<file path="src/rtl/uart_mmio_ctrl.sv">
// rtl/uart_mmio_ctrl.sv - memory-mapped UART controller with TX/RX byte FIFOs
//
// Decodes the 0x8000_xxxx I/O window, buffers CPU stores into a TX FIFO that
// drains into the UART transmitter, and buffers received bytes in an RX FIFO
// that the CPU pops through the rx data register. Load data is registered
// (one-cycle latency). Optional macro UART_MMIO_CYCLE_COUNTER_EN adds a
// free-running cycle counter at offsets 0x10 (read) / 0x18 (write clears).
//
// Ports:
//   clk, rst                 clock and asynchronous active-high reset
//   mmio_addr/wdata/we/re    CPU access (byte address, store data, strobes)
//   mmio_rdata               registered load data
//   uart_tx_data_in*         byte stream towards the UART transmitter
//   uart_rx_data_out*        byte stream from the UART receiver

module uart_mmio_ctrl #(
  parameter int TX_DEPTH = 8,
  parameter int RX_DEPTH = 8
) (
  input  logic        clk,
  input  logic        rst,
  input  logic [31:0] mmio_addr,
  input  logic [31:0] mmio_wdata,
  input  logic        mmio_we,
  input  logic        mmio_re,
  output logic [31:0] mmio_rdata,
  output logic [7:0]  uart_tx_data_in,
  output logic        uart_tx_data_in_valid,
  input  logic        uart_tx_data_in_ready,
  input  logic [7:0]  uart_rx_data_out,
  input  logic        uart_rx_data_out_valid,
  output logic        uart_rx_data_out_ready
);

  localparam int TXW = $clog2(TX_DEPTH);
  localparam int RXW = $clog2(RX_DEPTH);
  localparam logic [TXW:0] TX_FULL = (TXW+1)'(TX_DEPTH);
  localparam logic [RXW:0] RX_FULL = (RXW+1)'(RX_DEPTH);

  logic [7:0]     tx_mem [TX_DEPTH];
  logic [TXW-1:0] tx_wr, tx_rd;
  logic [TXW:0]   tx_count;
  logic [7:0]     rx_mem [RX_DEPTH];
  logic [RXW-1:0] rx_wr, rx_rd;
  logic [RXW:0]   rx_count;
  logic           tx_overflow;

  logic       hit;
  logic [4:0] off;
  logic       tx_full, tx_empty, rx_empty;
  logic       tx_push, tx_pop, rx_push, rx_pop;
  logic       wr_tx, wr_clr;
  logic [31:0] rdata_next;

  // Address bits between the window nibble and the register offset are not decoded.
  logic unused_bits;
  assign unused_bits = ^{mmio_addr[27:5], mmio_wdata[31:8]};

  assign hit = (mmio_addr[31:28] == 4'h8);
  assign off = mmio_addr[4:0];

  // All full/empty decisions come from start-of-cycle occupancy.
  assign tx_full  = (tx_count == TX_FULL);
  assign tx_empty = (tx_count == '0);
  assign rx_empty = (rx_count == '0);

  assign wr_tx  = mmio_we & hit & (off == 5'h08);
  assign wr_clr = mmio_we & hit & (off == 5'h0C);

  assign tx_push = wr_tx & ~tx_full;
  assign tx_pop  = uart_tx_data_in_valid & uart_tx_data_in_ready;
  assign rx_push = uart_rx_data_out_valid & uart_rx_data_out_ready;
  assign rx_pop  = mmio_re & hit & (off == 5'h04) & ~rx_empty;

  assign uart_tx_data_in_valid  = ~tx_empty;
  // Storage is not reset, so mask the head while empty to present 0.
  assign uart_tx_data_in        = tx_empty ? 8'h00 : tx_mem[tx_rd];
  assign uart_rx_data_out_ready = ~(rx_count == RX_FULL);

  always_ff @(posedge clk) begin
    if (tx_push) tx_mem[tx_wr] <= mmio_wdata[7:0];
    if (rx_push) rx_mem[rx_wr] <= uart_rx_data_out;
  end

  always_ff @(posedge clk or posedge rst) begin
    if (rst) begin
      tx_wr    <= '0;
      tx_rd    <= '0;
      tx_count <= '0;
    end else begin
      if (tx_push) tx_wr <= tx_wr + TXW'(1);
      if (tx_pop)  tx_rd <= tx_rd + TXW'(1);
      case ({tx_push, tx_pop})
        2'b10:   tx_count <= tx_count + (TXW+1)'(1);
        2'b01:   tx_count <= tx_count - (TXW+1)'(1);
        default: tx_count <= tx_count;
      endcase
    end
  end

  always_ff @(posedge clk or posedge rst) begin
    if (rst) begin
      rx_wr    <= '0;
      rx_rd    <= '0;
      rx_count <= '0;
    end else begin
      if (rx_push) rx_wr <= rx_wr + RXW'(1);
      if (rx_pop)  rx_rd <= rx_rd + RXW'(1);
      case ({rx_push, rx_pop})
        2'b10:   rx_count <= rx_count + (RXW+1)'(1);
        2'b01:   rx_count <= rx_count - (RXW+1)'(1);
        default: rx_count <= rx_count;
      endcase
    end
  end

  always_ff @(posedge clk or posedge rst) begin
    if (rst)                     tx_overflow <= 1'b0;
    else if (wr_clr)             tx_overflow <= 1'b0;
    else if (wr_tx && tx_full)   tx_overflow <= 1'b1;
  end

`ifdef UART_MMIO_CYCLE_COUNTER_EN
  logic [31:0] cyc_cnt;

  always_ff @(posedge clk or posedge rst) begin
    if (rst)                                 cyc_cnt <= '0;
    else if (mmio_we && hit && off == 5'h18) cyc_cnt <= '0;
    else                                     cyc_cnt <= cyc_cnt + 32'd1;
  end
`endif

  always_comb begin
    rdata_next = 32'h0;
    if (mmio_re && hit) begin
      case (off)
        5'h00: rdata_next = {29'd0, tx_overflow, ~rx_empty, ~tx_full};
        5'h04: rdata_next = rx_empty ? 32'h0 : {24'd0, rx_mem[rx_rd]};
`ifdef UART_MMIO_CYCLE_COUNTER_EN
        5'h10: rdata_next = cyc_cnt;
`endif
        default: rdata_next = 32'h0;
      endcase
    end
  end

  always_ff @(posedge clk or posedge rst) begin
    if (rst) mmio_rdata <= '0;
    else     mmio_rdata <= rdata_next;
  end

endmodule

</file>
<file path="config.mk">
export PLATFORM = sky130hd
export DESIGN_NAME = uart_mmio_ctrl
export DESIGN_NICKNAME = d
export VERILOG_FILES = /design/src/rtl/uart_mmio_ctrl.sv
export SDC_FILE = /design/constraint.sdc
export NUM_CORES = 1
export LEC_CHECK = 0
export CAP_MARGIN = 20
export CORE_MARGIN = 3
export CORE_UTILIZATION = 47
export CTS_CLUSTER_SIZE = 25
export DETAILED_ROUTE_END_ITERATION = 12
export PLACE_DENSITY = 0.75
export SETUP_SLACK_MARGIN = 0.05
export SYNTH_ARGS = -nofsm -noshare
export SYNTH_HDL_FRONTEND = slang
export SYNTH_SLANG_ARGS = --single-unit
</file>
<file path="constraint.sdc">
create_clock -name clk -period 2.7 [get_ports clk]
set_clock_uncertainty 0.15 [all_clocks]
set_input_delay 0.27 -clock clk [delete_from_list [all_inputs] [get_ports clk]]
set_output_delay 0.27 -clock clk [all_outputs]
set_load 0.02 [all_outputs]
</file>
After elaboration in Yosys (flattened, before gate mapping)
Memories as Yosys holds them, arrays and structs flattened.
Cells that the tools add are included.
{ "totals": {"wordCells": 61, "n_memories": 2, "in_bits": 78, "output_inout_bits": 42, "regBits": 53, "ram_bits": 128} }
{ "classes": {"n_reduce_logical": 8, "bitwise_logic": 13, "addsub": 8, "mux": 12, "n_eq_ne": 10} }
{ "mem_list": {"columns": ["memory", "words", "width", "rd", "rd_ports_with_merged_regs", "wr", "line_no", "text"], "rows": [
  ["rx_mem", 8, 8, 1, 0, 1, "43", "logic [7:0] rx_mem [RX_DEPTH];"],
  ["tx_mem", 8, 8, 1, 0, 1, "40", "logic [7:0] tx_mem [TX_DEPTH];"]
]} }
{ "op_table": {"columns": ["operator", "n"], "rows": [
  ["8-bit two-way mux", 3],
  ["4-bit one-hot mux with 2 select lines", 2],
  ["8-bit one-hot mux with 2 select lines", 1],
  ["3-bit by 1-bit adder with 3-bit output (second input constant)", 4],
  ["4-bit == test (second input constant)", 3],
  ["5-bit by 4-bit == test with 1-bit output (second input constant)", 2],
  ["1-bit AND", 9],
  ["4-bit by 1-bit adder with 4-bit output (second input constant)", 2],
  ["4-bit zero test", 2],
  ["4-bit by 1-bit subtractor with 4-bit output (second input constant)", 2],
  ["1-bit two-way mux", 6],
  ["2-bit nonzero test", 3],
  ["5-bit by 3-bit == test with 1-bit output (second input constant)", 1],
  ["5-bit zero test", 1],
  ["2-bit by 1-bit == test with 1-bit output (second input constant)", 2],
  ["2-bit == test (second input constant)", 2],
  ["1-bit NOT", 4],
  ["1-bit logical AND", 2]
]} }

Logic depth before layout (Yosys ltp)
Gate-level depths: netlist of run 1.
{ "logic_depth": {"word_depth": 6, "mapped_depth": 12, "depth_no_buf": 11} }

Worst setup path before layout of run 1
No wires, ideal clock.
{ "synth_timing": {"path_kind": "register -> register", "startpoint": "reg tx_count[1]", "endpoint": "reg tx_count[2]", "required_ps": 2421, "path_slack_ps": -65, "arrival_time_ps": 2486, "path_buffers": 2, "setup_ps": 129, "path_stages_with_launch": 13, "period_less_slack_ps": 2765, "cell_sequence": "dfrtp_1 -> buf_2 -> nor4_4 -> inv_1 -> and2_1 -> clkbuf_1 -> ha_1 -> xor2_1 -> ha_1 -> a21oi_1 -> xor2_1 -> nor2_1 -> xor2_1"} }
{ "synth_between": {"elab_chain_cells": 5, "elab_cells_between_ends": 12, "cone_classes": "add/sub: 2; eq/ne: 3; mux: 1; bitwise: 4; reduce/logical: 2"} }
{ "synth_lines": {"columns": ["item", "line_no", "text"], "rows": [
  ["from (decl)", "42", "logic [TXW:0] tx_count;"],
  ["from (signal assigned)", "94", "2'b10: tx_count <= tx_count + (TXW+1)'(1);"],
  ["from (signal assigned)", "95", "2'b01: tx_count <= tx_count - (TXW+1)'(1);"],
  ["from (signal assigned)", "96", "default: tx_count <= tx_count;"],
  ["4-bit zero test (*)", "64", "assign tx_empty = (tx_count == '0);"],
  ["1-bit NOT (*)", "75", "assign uart_tx_data_in_valid = ~tx_empty;"],
  ["named net uart_tx_data_in_valid", "28", "output logic uart_tx_data_in_valid,"],
  ["1-bit AND (*)", "71", "assign tx_pop = uart_tx_data_in_valid & uart_tx_data_in_ready;"],
  ["named net tx_pop", "51", "logic tx_push, tx_pop, rx_push, rx_pop;"],
  ["2-bit by 1-bit == test with 1-bit output / 2-bit == test (equally long branches)", "93", "case ({tx_push, tx_pop})"],
  ["4-bit one-hot mux with 2 select lines / 2-bit nonzero test (equally long branches)", null, null]
]} }
Mark *: on every way through the listed nets, which the timed path passes. The rest lies on a longest branch.
A chain may end at the register's enable or synchronous reset.

Worst setup path after layout of run 1
{ "layout_timing": {"startpoint": "in mmio_addr[31]", "endpoint": "reg rx_count[2]"} }
{ "layout_between": {"elab_chain_cells": 6, "elab_cells_between_ends": 8, "cone_classes": "eq/ne: 3; mux: 1; bitwise: 3; reduce/logical: 1"} }
{ "layout_lines": {"columns": ["item", "line_no", "text"], "rows": [
  ["from (decl)", "22", "input logic [31:0] mmio_addr,"],
  ["4-bit == test (*)", "59", "assign hit = (mmio_addr[31:28] == 4'h8);"],
  ["1-bit AND (*) (3 in a row)", "73", "assign rx_pop = mmio_re & hit & (off == 5'h04) & ~rx_empty;"],
  ["named net rx_pop", "51", null],
  ["2-bit by 1-bit == test with 1-bit output / 2-bit == test (equally long branches)", "109", "case ({rx_push, rx_pop})"],
  ["4-bit one-hot mux with 2 select lines / 2-bit nonzero test (equally long branches)", null, null],
  ["to (signal assigned)", "110", "2'b10: rx_count <= rx_count + (RXW+1)'(1);"],
  ["to (signal assigned)", "111", "2'b01: rx_count <= rx_count - (RXW+1)'(1);"],
  ["to (signal assigned)", "112", "default: rx_count <= rx_count;"],
  ["to (decl)", "45", "logic [RXW:0] rx_count;"]
]} }
Marked as above.

==> flow_summary_export.csv, run 1 <==
group,metric,value,unit
outcome,outcome,"completed",
critical_path,r2r_cells,10,
route,met1Wirelength,4.53,mm
timing,period_minus_slack,2.57,ns
finish,layout_commonest_cell,"edfxtp_1",
power,clockPowerShare,0.323,
critical_path,critPathMaxFanout,2,
logic_synthesis,synth_compound_area_frac,0.00997,
logic_synthesis,ys.flop_type,"edfxtp_1",
timing,max_clock_freq,390,MHz
logic_synthesis,synth_fa_ha_area_frac,0.0192,
logic_synthesis,yosys.area_share.simple,0.0627,
floorplanning,placement_rows,42,
cts,h-tree-depth,4,
route,via_per_inst,5.22,
grt,grt_max_degree,30,
critical_path,critPathSlowestCell,"or4b_4",
critical_path,r2r_slack,0.23,ns
placed_design,gp_congestion,0.750,
finish,drive_gt1_frac,0.257,
route,final_antenna_net_count,0,
logic_synthesis,synth-xor-area-share,0.0228,
logic_synthesis,synth-edff-count,128,
logic_synthesis,muxShareOfSynthArea,0.147,
critical_path,regToRegStartpoint,"rx_count[1]",
route,route.met2.wl,6.54,mm
logic_synthesis,syn_area,0.00653,mm2
power,p_seq_frac,0.452,
logic_synthesis,synth-async-reset-ratio,0.185,
grt,grt_pass1_wl,18.7,mm
finish,fin_nets,538,
timing,holdWs,0.0767,ns
timing,tightest_slew,0.825,ns
placed_design,place_area,0.00733,mm2
logic_synthesis,synth_top_family_by_area,"multiplexers",
finish,fin_cells,639,
power,total_power,6.89,mW
critical_path,cp.required,2.90,ns
finish,diodes,0,
route,route.met3.wl,485,um
route,drtIter0Drc,155,
cts,clk_pin_slew,0.06,ns
floorplanning,core,0.0134,mm2
floorplanning,die_w,124,um
logic_synthesis,ys_ff_latch,157,
logic_synthesis,ys_types,39,
cts,cts_tree,"done",
finish,postLayoutCellArea,0.00794,mm2
placed_design,portBuffers,48,
timing,fin_crit_sh,0.950,
power,p_sw_frac,0.295,
route,drc,0,
finish,final_util,0.592,
placed_design,dp_cells,605,
finish,layout_common_cells,"edfxtp_1 (128), clkdlybuf4s50_1 (38), buf_4 (33)",
timing,tns,0,ns
floorplanning,initial_core_util,0.487,
critical_path,start_kind,"primary input",
logic_synthesis,ys_seq_area_frac,0.700,
route,top_layer,"met4",
cts,ctsHoldBuffers,0,
critical_path,crit_buf_inv,2,
floorplanning,io_pins,120,
timing,fin_ws,0.135,ns
power,max-vdd-ir-drop,0.000410,V
cts,root_buffer,"clkbuf_16",
finish,area_growth,21.7,%
floorplanning,die-area,0.0153,mm2
critical_path,critPathTopFamily,"simple AND/OR/NAND/NOR gates",
critical_path,arrival,2.76,ns
placed_design,place_ws,-0.316,ns
logic_synthesis,netlist_instances,362,
timing,setup_viol,0,
logic_synthesis,synth_warnings,0,
power,power_switching,2.03,mW
hold_path,min_path_type,"primary input to asynchronous set/reset pin",
cts,clockBufferDepth,2,
grt,track_usage,0.169,
timing,final_hold_viol_count,0,
grt,grt_pass1_vias,3536,
power,powerDensity,868,mW/mm2
critical_path,crit_type,"primary input to flip-flop",
critical_path,endpoint_kind,"flip-flop",
cts,worstSkewPairLatency,0.43,ns
critical_path,timing.rr.end,"rx_count[2]",
cts,cts_buffers,17,
job,maxCapViolations,0,
finish,fill_cells,977,
timing,slew_viol_final,0,
critical_path,path_cells,"clkdlybuf4s50_1 -> or4b_4 -> nor4b_4 -> nand3_4 -> inv_4 -> ha_4 -> xor2_1 -> ha_2 -> a21oi_2 -> xor2_1 -> nor2_1 -> xor2_1",
logic_synthesis,syn_area_per_cell,18.0,um2
power,cell_internal_pwr,4.86,mW
cts,cts.sinks,157,
grt,overflow,0,
route,first_pass_iters,4,
power,p_leak,2.84,nW
power,combinationalPowerShare,0.225,
grt,antenna_found_initial,0,
critical_path,cp_common_cell,"xor2_1",
critical_path,crit_path_start,"mmio_addr[31]",
placed_design,hpwl,7.70,mm
route,post_drt_wl_per_cell,18.4,um
floorplanning,die_h,124,um
timing,rsz0062_at_grt,"no",
route,wl,11.7,mm
route,vias,3334,
critical_path,cpPeakStageDelay,0.48,ns
timing,slew_headroom,0.448,
[area by class of cell]
cell class | count | area (um2) | share of cell area
flip-flops and latches | 157 | 4570 | 0.576
multi-input cells | 189 | 1840 | 0.232
repair buffers | 82 | 734 | 0.0925
clock buffers | 17 | 425 | 0.0536
well taps | 176 | 220 | 0.0277
clock inverters | 15 | 130 | 0.0164
inverters | 3 | 13.8 | 0.00173
[repair_timing]
| action | 4_1_cts | 5_1_grt |
|---|---|---|
| resized for setup | 10 | 11 |
| cloned | 0 | 0 |
| buffers inserted | 0 | 2 |
| pin swaps | 0 | 6 |
| endpoints found under the setup margin | 9 | 4 |
[sequential cells by signal (all words and copies together) (netlist names), 4 cells and up]
name,cells
tx_count,4
rx_mem,64
mmio_rdata,8
rx_count,4
tx_mem,64
[per-layer routing]
layer	track usage	vias to the layer above
met3	0.0477	15
met4	0.0595	0
met5	0	-
met1	0.190	1713
met2	0.308	72
li1	-	1534
[cell usage after synthesis, drive strengths merged (2+ instances only)]
library cell  count  area [um2]
clkbuf            5        18.8
nand2b            5        31.3
a21oi             6        30.0
ha               10         125
buf              31         211
or4b              2        23.8
mux2i            17         170
o21ai             4        20.0
nor4bb            2        20.0
nor3              5        30.0
xnor2             9        78.8
mux4             32         721
dfrtp            29         726
nor4b             2        32.5
edfxtp          128        3840
nand3b            3        22.5
mux2              6        71.3
nor2             29         109
xor2              8        70.1
nand2            11        41.3
nand3             5        37.5
inv               3        11.3
[worst max-delay path by stage]
stage          slack (ns)  depth (start not counted)                      to
2_1_floorplan        0.04                         11             tx_count[2]
3_3_place_gp        -0.25                         12             rx_count[2]
3_5_place_dp        -0.32                         12             rx_count[2]
4_1_cts              0.06                          2  uart_rx_data_out_ready
5_1_grt              0.04                         12             rx_count[2]
6_report             0.13                         12             rx_count[2]
[cell families after synthesis]
kind of cell               count (synthesis)
buffers and inverters                     39
muxes                                     55
AOI/OAI and AO/OA                         12
DFF                                      157
xor gates and xnor gates                  17
adders and majority gates                 10
other                                      1
and+or+nand+nor                           71
[worst register-to-register path: stages (launching register included)]
cell and delay (ns):
dfrtp_1 0.47, or4_4 0.58, nand3_4 0.12, inv_4 0.05, ha_4 0.15, xor2_1 0.14, ha_2 0.18, a21oi_2 0.11
xor2_1 0.17, nor2_1 0.09, xor2_1 0.15
[power groups by stage]
stage | clock, mW | combinational (mW) | sequential (mW)
floorplan | 0 | 1.17 | 3.05
global placement | 0 | 1.57 | 3.13
detailed placement | 0 | 1.62 | 3.15
CTS | 2.27 | 1.55 | 3.10
global route | 2.38 | 1.71 | 3.15
finish | 2.23 | 1.55 | 3.11
Power figures use the tool's default switching activity.
==> run 2: changes to the inputs <==
Settings changed: PLACE_DENSITY 0.75 to default, PLACE_DENSITY_LB_ADDON from default to 0.25.
==> flow_summary_export.csv, run 2 (same netlist as run 1, synthesis figures left out) <==
group,metric,value,unit
critical_path,endpoint_kind,"output port",
floorplanning,placement_rows,42,
grt,grt_max_degree,30,
timing,setup_viol,0,
route,drtIter0Drc,237,
floorplanning,die_h,124,um
timing,tns,0,ns
floorplanning,die_w,124,um
critical_path,crit_type,"flip-flop to output port",
timing,rsz0062_at_grt,"no",
power,p_leak,2.82,nW
critical_path,cp.required,2.28,ns
timing,fin_crit_sh,0.925,
timing,final_hold_viol_count,0,
finish,final_util,0.591,
cts,post_cts_buffers,0,
power,powerDensity,874,mW/mm2
timing,slew_viol_final,0,
cts,h-tree-depth,4,
route,drc,0,
finish,area_growth,21.3,%
route,vias,3371,
placed_design,dp_cells,603,
critical_path,critPathMaxFanout,8,
timing,tightest_slew,0.840,ns
finish,drive_gt1_frac,0.244,
route,first_pass_iters,5,
placed_design,place_area,0.00733,mm2
grt,track_usage,0.171,
timing,max_clock_freq,401,MHz
grt,grt_pass1_vias,3549,
cts,clockBufferDepth,2,
timing,slew_headroom,0.438,
cts,cts_buffers,17,
grt,overflow,0,
hold_path,min_path_type,"primary input to asynchronous set/reset pin",
route,final_antenna_net_count,0,
floorplanning,die-area,0.0153,mm2
placed_design,portBuffers,48,
floorplanning,initial_core_util,0.487,
route,via_per_inst,5.31,
cts,root_buffer,"clkbuf_16",
critical_path,arrival,2.08,ns
route,wl,12.1,mm
floorplanning,core,0.0134,mm2
job,maxCapViolations,0,
power,max-vdd-ir-drop,0.000482,V
grt,grt_pass1_wl,18.9,mm
cts,cts_tree,"done",
finish,largest_registers,"rx_mem: 64 flops, tx_mem: 64 flops, mmio_rdata: 8 flops",
finish,fin_nets,534,
finish,fill_cells,1000,
critical_path,start_kind,"flip-flop",
grt,antenna_found_initial,0,
finish,fin_cells,635,
finish,postLayoutCellArea,0.00791,mm2
timing,period_minus_slack,2.50,ns
cts,clk_pin_slew,0.06,ns
floorplanning,io_pins,120,
cts,cts.sinks,157,
finish,diodes,0,
finish,layout_commonest_cell,"edfxtp_1",
finish,layout_common_cells,"edfxtp_1 (128), clkdlybuf4s50_1 (39), mux4_2 (32)",
timing,holdWs,0.101,ns
cts,worstSkewPairLatency,0.42,ns
outcome,outcome,"completed",
placed_design,gp_congestion,0.738,
route,post_drt_wl_per_cell,19.0,um
placed_design,hpwl,7.75,mm
run 2: cell types whose count changed in the layout (fill, tap and decap cells not counted), sizes merged:
cell and change:
clkdlybuf4s50 +1, buf -4, clkinvlp -1, clkbuf +1, inv -2, dlymetal6s2s -1
clkinv +1, bufinv +1
run 2: worst paths after layout:
kind	start	to	slack (ns)	cells past startpoint
min	rst	mmio_rdata[0]	0.10	3
max in group asynchronous	rst	mmio_rdata[6]	2.00	3
min in group clk	rx_count[3]	rx_count[3]	0.35	1
max reg2reg	rx_count[0]	rx_count[2]	0.23	10
max	tx_rd[0]	uart_tx_data_in[3]	0.20	5
min reg2reg	rx_count[3]	rx_count[3]	0.35	1
run 2: worst max-delay path: stages, from the launching register on:
cell and delay [ns]:
dfrtp_1 0.36, buf_4 0.21, mux4_2 0.52, mux2i_1 0.20, nor2_1 0.06, dlygate4sd2_1 0.32
run 2: power by group:
group	switching [mW]	total (mW)	internal [mW]
clock network	0.961	2.25	1.28
registers	0.224	3.10	2.88
logic	0.782	1.57	0.789
total	1.97	6.92	4.95
run 2: layout make-up:
cell class                 instances  area [um2]  area share
inverter                           3        11.3     0.00142
timing repair buffer              78         714      0.0903
clock buffer                      18         429      0.0542
clock inverter                    14         134      0.0169
tap                              176         220      0.0278
multi-input combinational        189        1840       0.232
sequential                       157        4570       0.577
run 2: repair_timing:
action                     in CTS  in global routing
pin swaps                       0                  1
gates resized for setup         9                  6
hold endpoints to repair        0                  0
hold buffers                    0                  0
setup endpoints to repair       8                  6
run 2: routing by layer:
metal | up-vias | part of all wire | GRT usage
met5 | - | 0 | 0
met4 | 0 | 0.013 | 0.0713
met3 | 14 | 0.041 | 0.0409
met2 | 97 | 0.53 | 0.293
met1 | 1739 | 0.41 | 0.208
li1 | 1521 | - | -
run 2: per-stage QoR:
step                setup slack, ns  total power [mW]
floorplan                    0.0364              4.21
global placement             -0.251              4.74
detailed placement           -0.289              4.80
CTS                          0.0673              6.98
global route                 0.0619              7.26
finish                        0.204              6.92
